<file path="config.mk">
export PLATFORM = sky130hd
export DESIGN_NAME = pipe_stage_buffer
export DESIGN_NICKNAME = d
export VERILOG_FILES = /design/src/rtl/pipe_stage_buffer.sv
export SDC_FILE = /design/constraint.sdc
export NUM_CORES = 1
export LEC_CHECK = 0
export ABC_AREA = 1
export CAP_MARGIN = 30
export CORE_ASPECT_RATIO = 0.9
export CORE_MARGIN = 3
export CORE_UTILIZATION = 43
export DETAILED_ROUTE_END_ITERATION = 7
export PLACE_DENSITY = 0.79
export SLEW_MARGIN = 20
export SYNTH_ARGS = -nofsm -noshare
export SYNTH_HDL_FRONTEND = slang
export SYNTH_SLANG_ARGS = --single-unit
</file>
<file path="constraint.sdc">
create_clock -name clk -period 2.2 [get_ports clk]
set_clock_uncertainty 0.2 [all_clocks]
set_input_delay 0.33 -clock clk [delete_from_list [all_inputs] [get_ports clk]]
set_output_delay 0.33 -clock clk [all_outputs]
set_load 0.005 [all_outputs]
</file>
<file path="src/rtl/pipe_stage_buffer.sv">
// pipe_stage_buffer: registered pipeline-stage buffer carrying control bits,
// a destination address and NDATA payload fields between stages.
// Build option: define PIPE_STAGE_BUFFER_SKID_EN for the two-entry skid buffer
// (registered in_ready); otherwise a single-entry buffer with in_ready
// formed combinationally from the downstream handshake.
module pipe_stage_buffer #(
  parameter int unsigned DATA_W = 16,
  parameter int unsigned NDATA  = 2,
  parameter int unsigned CTRL_W = 3,
  parameter int unsigned ADDR_W = 4
) (
  input  logic                      clk,
  input  logic                      rst_n,
  input  logic                      in_valid,
  output logic                      in_ready,
  input  logic [CTRL_W-1:0]         in_ctrl,
  input  logic [ADDR_W-1:0]         in_addr,
  input  logic [NDATA*DATA_W-1:0]   in_data,
  input  logic                      flush,
  output logic                      out_valid,
  input  logic                      out_ready,
  output logic [CTRL_W-1:0]         out_ctrl,
  output logic [ADDR_W-1:0]         out_addr,
  output logic [NDATA*DATA_W-1:0]   out_data,
  output logic [15:0]               stall_cnt
);

  localparam int unsigned PAY_W     = NDATA * DATA_W;
  localparam logic [15:0] STALL_MAX = 16'hFFFF;

  logic              out_valid_q, out_valid_d;
  logic [CTRL_W-1:0] out_ctrl_q,  out_ctrl_d;
  logic [ADDR_W-1:0] out_addr_q,  out_addr_d;
  logic [PAY_W-1:0]  out_data_q,  out_data_d;
  logic [15:0]       stall_q,     stall_d;
  logic              acc, rel;

  assign acc       = in_valid & in_ready;
  assign rel       = out_valid_q & out_ready;
  assign out_valid = out_valid_q;
  assign out_ctrl  = out_ctrl_q;
  assign out_addr  = out_addr_q;
  assign out_data  = out_data_q;
  assign stall_cnt = stall_q;

  // Saturating count of cycles the head waits on downstream; frozen by flush.
  always_comb begin
    stall_d = stall_q;
    if (!flush && out_valid_q && !out_ready && (stall_q != STALL_MAX)) begin
      stall_d = stall_q + 16'd1;
    end
  end

`ifdef PIPE_STAGE_BUFFER_SKID_EN
  typedef enum logic [1:0] {EMPTY = 2'd0, ONE = 2'd1, TWO = 2'd2} state_e;

  state_e            state_q, state_d;
  logic              in_ready_q, in_ready_d;
  logic [CTRL_W-1:0] skid_ctrl_q, skid_ctrl_d;
  logic [ADDR_W-1:0] skid_addr_q, skid_addr_d;
  logic [PAY_W-1:0]  skid_data_q, skid_data_d;

  assign in_ready = in_ready_q;

  // Occupancy FSM: head register feeds the outputs, skid register holds the
  // entry that arrived while the head was stalled.
  always_comb begin
    state_d     = state_q;
    out_ctrl_d  = out_ctrl_q;
    out_addr_d  = out_addr_q;
    out_data_d  = out_data_q;
    skid_ctrl_d = skid_ctrl_q;
    skid_addr_d = skid_addr_q;
    skid_data_d = skid_data_q;
    unique case (state_q)
      EMPTY: begin
        if (acc) begin
          state_d    = ONE;
          out_ctrl_d = in_ctrl;
          out_addr_d = in_addr;
          out_data_d = in_data;
        end
      end
      ONE: begin
        if (acc && !rel) begin
          state_d     = TWO;
          skid_ctrl_d = in_ctrl;
          skid_addr_d = in_addr;
          skid_data_d = in_data;
        end else if (acc && rel) begin
          out_ctrl_d = in_ctrl;
          out_addr_d = in_addr;
          out_data_d = in_data;
        end else if (rel) begin
          state_d = EMPTY;
        end
      end
      TWO: begin
        if (rel) begin
          state_d    = ONE;
          out_ctrl_d = skid_ctrl_q;
          out_addr_d = skid_addr_q;
          out_data_d = skid_data_q;
        end
      end
      default: state_d = EMPTY;
    endcase
    if (flush) begin
      state_d = EMPTY;
    end
    out_valid_d = (state_d != EMPTY);
    in_ready_d  = (state_d != TWO);
    if (state_d == EMPTY) begin
      out_ctrl_d = '0;
    end
  end

  // Skid-specific state: occupancy, registered ready and the second entry.
  always_ff @(posedge clk or negedge rst_n) begin
    if (!rst_n) begin
      state_q     <= EMPTY;
      in_ready_q  <= 1'b0;
      skid_ctrl_q <= '0;
      skid_addr_q <= '0;
      skid_data_q <= '0;
    end else begin
      state_q     <= state_d;
      in_ready_q  <= in_ready_d;
      skid_ctrl_q <= skid_ctrl_d;
      skid_addr_q <= skid_addr_d;
      skid_data_q <= skid_data_d;
    end
  end
`else
  logic ready_en_q;

  // Ready whenever the head is free or leaving this cycle; held low in reset.
  assign in_ready = ready_en_q & (~out_valid_q | out_ready);

  // Single head register: a same-cycle accept replaces a departing entry.
  always_comb begin
    out_valid_d = out_valid_q;
    out_ctrl_d  = out_ctrl_q;
    out_addr_d  = out_addr_q;
    out_data_d  = out_data_q;
    if (acc) begin
      out_valid_d = 1'b1;
      out_ctrl_d  = in_ctrl;
      out_addr_d  = in_addr;
      out_data_d  = in_data;
    end else if (rel) begin
      out_valid_d = 1'b0;
      out_ctrl_d  = '0;
    end
    if (flush) begin
      out_valid_d = 1'b0;
      out_ctrl_d  = '0;
    end
  end

  // Enables in_ready from the first edge after reset release.
  always_ff @(posedge clk or negedge rst_n) begin
    if (!rst_n) begin
      ready_en_q <= 1'b0;
    end else begin
      ready_en_q <= 1'b1;
    end
  end
`endif

  // Head entry and stall counter registers.
  always_ff @(posedge clk or negedge rst_n) begin
    if (!rst_n) begin
      out_valid_q <= 1'b0;
      out_ctrl_q  <= '0;
      out_addr_q  <= '0;
      out_data_q  <= '0;
      stall_q     <= '0;
    end else begin
      out_valid_q <= out_valid_d;
      out_ctrl_q  <= out_ctrl_d;
      out_addr_q  <= out_addr_d;
      out_data_q  <= out_data_d;
      stall_q     <= stall_d;
    end
  end

endmodule

</file>
Word-level counts from Yosys, hierarchy flattened
Index checks and enable logic that the tools add are counted.
{"block": "classes", "n_addsub": 1, "eq_ne": 1, "bitwise": 5, "mux": 6, "reduce_logical": 6}
{"op": "$add 16x1->16 const B", "count": 1}
{"op": "$ne 16x16->1 const B", "count": 1}
{"op": "$mux 3", "count": 3}
{"op": "$and 1x1->1", "count": 3}
{"op": "$logic_and 1x1->1", "count": 3}
{"op": "$mux 1", "count": 3}
{"op": "$reduce_bool 3->1", "count": 1}
{"op": "$logic_not 1->1", "count": 2}
{"op": "$not 1->1", "count": 1}
{"op": "$or 1x1->1", "count": 1}
{"block": "totals", "inputBits": 44, "elab_cells": 25, "output_inout_bits": 57, "register_bits": 57}

Longest topological paths before layout
{"block": "depth", "depth_word": 6, "depth_mapped": 9, "depth_no_buf": 9}

Least setup slack after synthesis
No wires, ideal clock.
{"block": "synth_path", "path_kind": "flip-flop to flip-flop", "startpoint": "register stall_q[0] (netlist: stall_cnt[0])", "endpoint": "register stall_q[15] (netlist: stall_cnt[15])", "stages_incl_launch_ff": 10, "setup_ps": 116, "path_slack_ps": 524, "arrival_time_ps": 1360, "n_path_buf": 0, "synth_period_minus_slack_ps": 1676, "t_required_ps": 1884, "cell_sequence": "dfrtp_1 ha_1 nand2_1 nor2_1 nand2_1 nor2_4 nor2_4 clkinv_2 nand2_1 nand2_1"}
{"block": "synth_between", "elab_chain_len": 2, "word_cells_on_any_way": 3, "classes_between": "add/sub: 1; eq/ne: 1; reduce/logical: 1"}
{"item": "start, declared", "line": "35", "rtl": "logic [15:0] stall_q, stall_d;"}
{"item": "start signal, assigned", "line": "184", "rtl": "stall_q <= stall_d;"}
{"item": "parallel branches: the longest is 2 deep, another holds $add 16x1->16"}
Parallel ways; which one is timed is not known.
A chain may end at the register's enable or synchronous reset.

Worst setup path in the final report
{"block": "layout_path", "startpoint": "input out_ready", "endpoint": "output in_ready"}
{"block": "layout_between", "elab_chain_len": 2}
{"item": "start, declared", "line": "21", "rtl": "input logic out_ready,"}
{"item": "$or 1x1->1", "line": "138", "rtl": "assign in_ready = ready_en_q & (~out_valid_q | out_ready);"}
{"item": "$and 1x1->1", "line": "138"}
{"item": "end, declared", "line": "15", "rtl": "output logic in_ready,"}
No other way between the ends.

==> flow_results.xml <==
<?xml version="1.0" encoding="UTF-8"?>
<metrics>
  <group name="global_routing">
    <metric name="grt_pass1_vias" unit="">2489</metric>
    <metric name="total_routing_usage_reported_by_global_routing" unit="">0.2113</metric>
    <metric name="global_route.overflow_total" unit="">0</metric>
    <metric name="initial_antenna_violation_count" unit="">0</metric>
    <metric name="grt_start_max_net_pins" unit="">35</metric>
    <metric name="first_pass_grt_wire_length" unit="µm">11380</metric>
  </group>
  <group name="route">
    <metric name="route.met3.wl" unit="µm">690</metric>
    <metric name="detail_route.wirelength.met1" unit="µm">2742</metric>
    <metric name="totalWireLength" unit="µm">6634</metric>
    <metric name="met2_length" unit="µm">3151</metric>
    <metric name="top_layer_used" unit="">met4</metric>
    <metric name="vias" unit="">2359</metric>
    <metric name="detailedRoute.firstIterationViolations" unit="">103</metric>
    <metric name="routed_wire_length_per_instance" unit="µm">13.22</metric>
    <metric name="ant_nets" unit="">0</metric>
    <metric name="post-route-drc-count" unit="">0</metric>
    <metric name="first_pass_iters" unit="">4</metric>
    <metric name="routed_via_density" unit="">4.699</metric>
  </group>
  <group name="synth">
    <metric name="postSynthCellCount" unit="">318</metric>
    <metric name="synth_seq_area_share" unit="">0.5575</metric>
    <metric name="post_synthesis_simple_gate_area_fraction" unit="">0.3531</metric>
    <metric name="yosysWarnings" unit="">0</metric>
    <metric name="synth_mux_area_frac" unit="">0</metric>
    <metric name="yosys.area_share.adder" unit="">0.004890</metric>
    <metric name="ys_top_cells_by_area" unit="">sky130_fd_sc_hd__dfrtp_1 56%, sky130_fd_sc_hd__nand2_1 26%, sky130_fd_sc_hd__nand3_1 2.7%, sky130_fd_sc_hd__inv_1 1.9%, sky130_fd_sc_hd__nor2_1 1.9%</metric>
    <metric name="synth.distinct_cells" unit="">23</metric>
    <metric name="compound_gate_fraction_of_synth_area" unit="">0.01711</metric>
    <metric name="synthXorXnorAreaFrac" unit="">0.02054</metric>
    <metric name="syn-mean-instance-area" unit="µm²">8.046</metric>
    <metric name="synth_top_family_by_area" unit="">simple AND/OR/NAND/NOR gates</metric>
    <metric name="synth_area_leader" unit="">sky130_fd_sc_hd__dfrtp_1</metric>
    <metric name="synth_top_cell_area_share" unit="">0.5575</metric>
    <metric name="yosys_register_bits" unit="">57</metric>
    <metric name="synthesis.nets" unit="">363</metric>
    <metric name="synth_area" unit="µm²">2559</metric>
  </group>
  <group name="clock_network">
    <metric name="tritoncts" unit="">done</metric>
    <metric name="cts.sinks" unit="">57</metric>
    <metric name="cts.path.max_buffers" unit="">2</metric>
    <metric name="cts-htree-levels" unit="">3</metric>
    <metric name="clkSlewWorstSetupHoldPaths" unit="ns">0.07</metric>
    <metric name="clk_root_buffer_cell" unit="">sky130_fd_sc_hd__clkbuf_8</metric>
    <metric name="cts-buffers-inserted" unit="">9</metric>
    <metric name="clock_insertion_delay_worst_skew" unit="ns">0.33</metric>
    <metric name="cts.repair_timing.setup_buffer_count" unit="">0</metric>
  </group>
  <group name="timing">
    <metric name="setup_violation_total_in_the_final_timing_report" unit="">0</metric>
    <metric name="fin_hold_ws" unit="ns">0.2775</metric>
    <metric name="final.setup.tns" unit="ns">0</metric>
    <metric name="final_min_period_over_clock_period" unit="">0.9509</metric>
    <metric name="finalHoldViolCount" unit="">0</metric>
    <metric name="max_slew.worst_pin.slew" unit="ns">0.5814</metric>
    <metric name="finalWorstSetupSlack" unit="ns">0.1081</metric>
    <metric name="fmax" unit="MHz">478.0</metric>
    <metric name="final.min_clock_period" unit="ns">2.092</metric>
    <metric name="slew_headroom" unit="">0.6124</metric>
    <metric name="final-max-slew-violation-count" unit="">0</metric>
    <metric name="rsz_0062_raised_after_global_routing" unit="">no</metric>
  </group>
  <group name="worst_setup_path">
    <metric name="critical_path.startpoint" unit="">out_ready</metric>
    <metric name="required" unit="ns">1.67</metric>
    <metric name="worst-r2r-setup-slack" unit="ns">0.35</metric>
    <metric name="timing.reg2reg.worst_path_depth" unit="">9</metric>
    <metric name="path_class" unit="">input pin to output pin</metric>
    <metric name="cp-end-kind" unit="">output pin</metric>
    <metric name="crit_path_end" unit="">in_ready</metric>
    <metric name="r2r_end" unit="">stall_cnt[1]</metric>
    <metric name="worstSetupStartpointType" unit="">input pin</metric>
    <metric name="critPathArrivalTime" unit="ns">1.56</metric>
    <metric name="cp_max_fo" unit="">2</metric>
    <metric name="regToRegStartpoint" unit="">stall_cnt[0]</metric>
  </group>
  <group name="floorplanning">
    <metric name="floorplan.initialDensity" unit="">0.4469</metric>
    <metric name="die-width" unit="µm">87.31</metric>
    <metric name="die_area" unit="µm²">6913</metric>
    <metric name="fp-row-count" unit="">26</metric>
    <metric name="die_y" unit="µm">79.18</metric>
    <metric name="floorplan.core_area" unit="µm²">5725</metric>
    <metric name="floorplan.io_pins" unit="">101</metric>
  </group>
  <group name="hold_path">
    <metric name="hold_path.class" unit="">flip-flop to flip-flop</metric>
  </group>
  <group name="finish">
    <metric name="area.growth.synth_to_final" unit="%">52.76</metric>
    <metric name="fraction_of_final_layout_cells_with_drive_strength_greater_than_1" unit="">0.09259</metric>
    <metric name="nets" unit="">472</metric>
    <metric name="final-instance-count-excl-fill" unit="">502</metric>
    <metric name="antenna_cells" unit="">0</metric>
  </group>
  <group name="status">
    <metric name="status" unit="">finished clean</metric>
  </group>
  <group name="placed_design">
    <metric name="place_ws" unit="ns">0.1156</metric>
    <metric name="placed_cells_incl_taps" unit="">485</metric>
    <metric name="place_hpwl" unit="µm">4873</metric>
    <metric name="gp_congestion" unit="">0.7788</metric>
    <metric name="port-buffer-count" unit="">100</metric>
  </group>
  <group name="power">
    <metric name="static-leakage-power" unit="nW">1.860</metric>
    <metric name="cellPowerDensity" unit="nW/µm²">792.3</metric>
    <metric name="power.ir.vdd_worst" unit="µV">589.3</metric>
  </group>
  <group name="job">
    <metric name="max_cap_viol_count" unit="">0</metric>
  </group>
</metrics>
-- Yosys cell counts --
library cell / n
sky130_fd_sc_hd__buf_6: 1
sky130_fd_sc_hd__nand4_1: 5
sky130_fd_sc_hd__nor2_2: 6
sky130_fd_sc_hd__buf_4: 2
sky130_fd_sc_hd__o21ai_2: 1
sky130_fd_sc_hd__nand3_1: 14
sky130_fd_sc_hd__a21oi_1: 1
sky130_fd_sc_hd__xnor2_1: 3
sky130_fd_sc_hd__nand2_1: 175
sky130_fd_sc_hd__conb_1: 1
sky130_fd_sc_hd__nor2_1: 13
sky130_fd_sc_hd__buf_2: 5
sky130_fd_sc_hd__ha_1: 1
sky130_fd_sc_hd__dfrtp_1: 57
sky130_fd_sc_hd__xor2_1: 3
sky130_fd_sc_hd__nand2_2: 4
sky130_fd_sc_hd__nor2_4: 3
sky130_fd_sc_hd__inv_2: 2
sky130_fd_sc_hd__clkinv_2: 1
sky130_fd_sc_hd__inv_1: 13
sky130_fd_sc_hd__clkbuf_1: 1
sky130_fd_sc_hd__o21ai_1: 1
sky130_fd_sc_hd__o21ai_0: 5
-- layout make-up --
class	count	area [µm²]
Tap cell	70	87.58
Multi-Input combinational cell	236	1016
Clock buffer	11	151.4
Clock inverter	5	77.57
Sequential cell	57	1426
Fill cell	455	1817
Timing Repair Buffer	107	1089
Inverter	16	61.31
-- cell usage in the layout, fill, tap and decap left out --
master	n
sky130_fd_sc_hd__xor2_1	3
sky130_fd_sc_hd__conb_1	1
sky130_fd_sc_hd__dlygate4sd3_1	1
sky130_fd_sc_hd__o21ai_1	1
sky130_fd_sc_hd__o21ai_0	5
sky130_fd_sc_hd__bufinv_16	2
sky130_fd_sc_hd__xnor2_1	3
sky130_fd_sc_hd__buf_12	3
sky130_fd_sc_hd__clkinvlp_4	1
sky130_fd_sc_hd__nand2_2	4
sky130_fd_sc_hd__nor2_1	13
sky130_fd_sc_hd__nor2_2	6
sky130_fd_sc_hd__nor2_4	3
sky130_fd_sc_hd__clkbuf_8	11
sky130_fd_sc_hd__nand4_1	5
sky130_fd_sc_hd__inv_2	2
sky130_fd_sc_hd__dfrtp_1	57
sky130_fd_sc_hd__o21ai_2	1
sky130_fd_sc_hd__a21oi_1	1
sky130_fd_sc_hd__ha_1	1
sky130_fd_sc_hd__clkdlybuf4s50_1	99
sky130_fd_sc_hd__buf_4	3
sky130_fd_sc_hd__inv_1	13
sky130_fd_sc_hd__clkinv_2	3
sky130_fd_sc_hd__buf_2	1
sky130_fd_sc_hd__nand3_1	14
sky130_fd_sc_hd__nand2_1	175
-- where the power goes --
| part | internal [W] | leakage [nW] | switching [W] | total, W |
|---|---|---|---|---|
| Sequential | 0.00119 | 0.724 | 0.000127 | 0.00132 |
| Combinational | 0.000407 | 1.02 | 0.000261 | 0.000667 |
| Clock | 0.000695 | 0.115 | 0.000416 | 0.00111 |
-- cells by family after synthesis --
kind of cell    after synthesis
simple gates                220
flops                        57
buf+inv                      25
compound gates                8
xor+xnor                      6
fa+ha+maj                     1
other cells                   1
-- through the flow --
stage / instance area (µm²) / power [W] / util
after floorplan: 2559 / 0.001535 / -
after global placement: 3670 / 0.001979 / 0.6410
after detailed placement: 3670 / 0.002003 / 0.6410
after CTS: 3909 / 0.003130 / 0.6827
after global routing: 3909 / 0.003266 / 0.6827
final: 3909 / 0.003097 / 0.6827
-- worst max-delay path, cell delays in order --
cell and delay [ns]:
sky130_fd_sc_hd__clkdlybuf4s50_1 0.51, sky130_fd_sc_hd__nor2_2 0.07, sky130_fd_sc_hd__nor2_2 0.11, sky130_fd_sc_hd__clkdlybuf4s50_1 0.54
-- state kept, by name (all words and copies together), names as in the netlist --
name / count
out_addr: 4
out_ctrl: 3
out_data: 32
out_valid: 1
ready_en_q: 1
stall_cnt: 16
-- metal layers --
| layer | GRT usage | vias to the layer above |
|---|---|---|
| met1 | 0.2385 | 1086 |
| met5 | 0 | - |
| met4 | 0.05982 | 0 |
| li1 | - | 1186 |
| met3 | 0.1037 | 6 |
| met2 | 0.3524 | 81 |
-- worst min-delay path by stage --
stage,start,end,slack (ns),cells past startpoint
after CTS,out_addr[2],out_addr[2],0.28,2
after floorplan,rst_n,out_addr[0],-0.17,0
after global routing,out_data[13],out_data[13],0.31,2
after global placement,rst_n,stall_cnt[10],0.15,1
after detailed placement,rst_n,stall_cnt[15],0.16,1
final,out_addr[2],out_addr[2],0.28,2
-- timing repair --
item,in CTS,in global routing
hold buffers,1,0
resized for setup,0,0
endpoints found under the hold margin,23,0
Note: power is estimated with default switching activity, not from simulation.
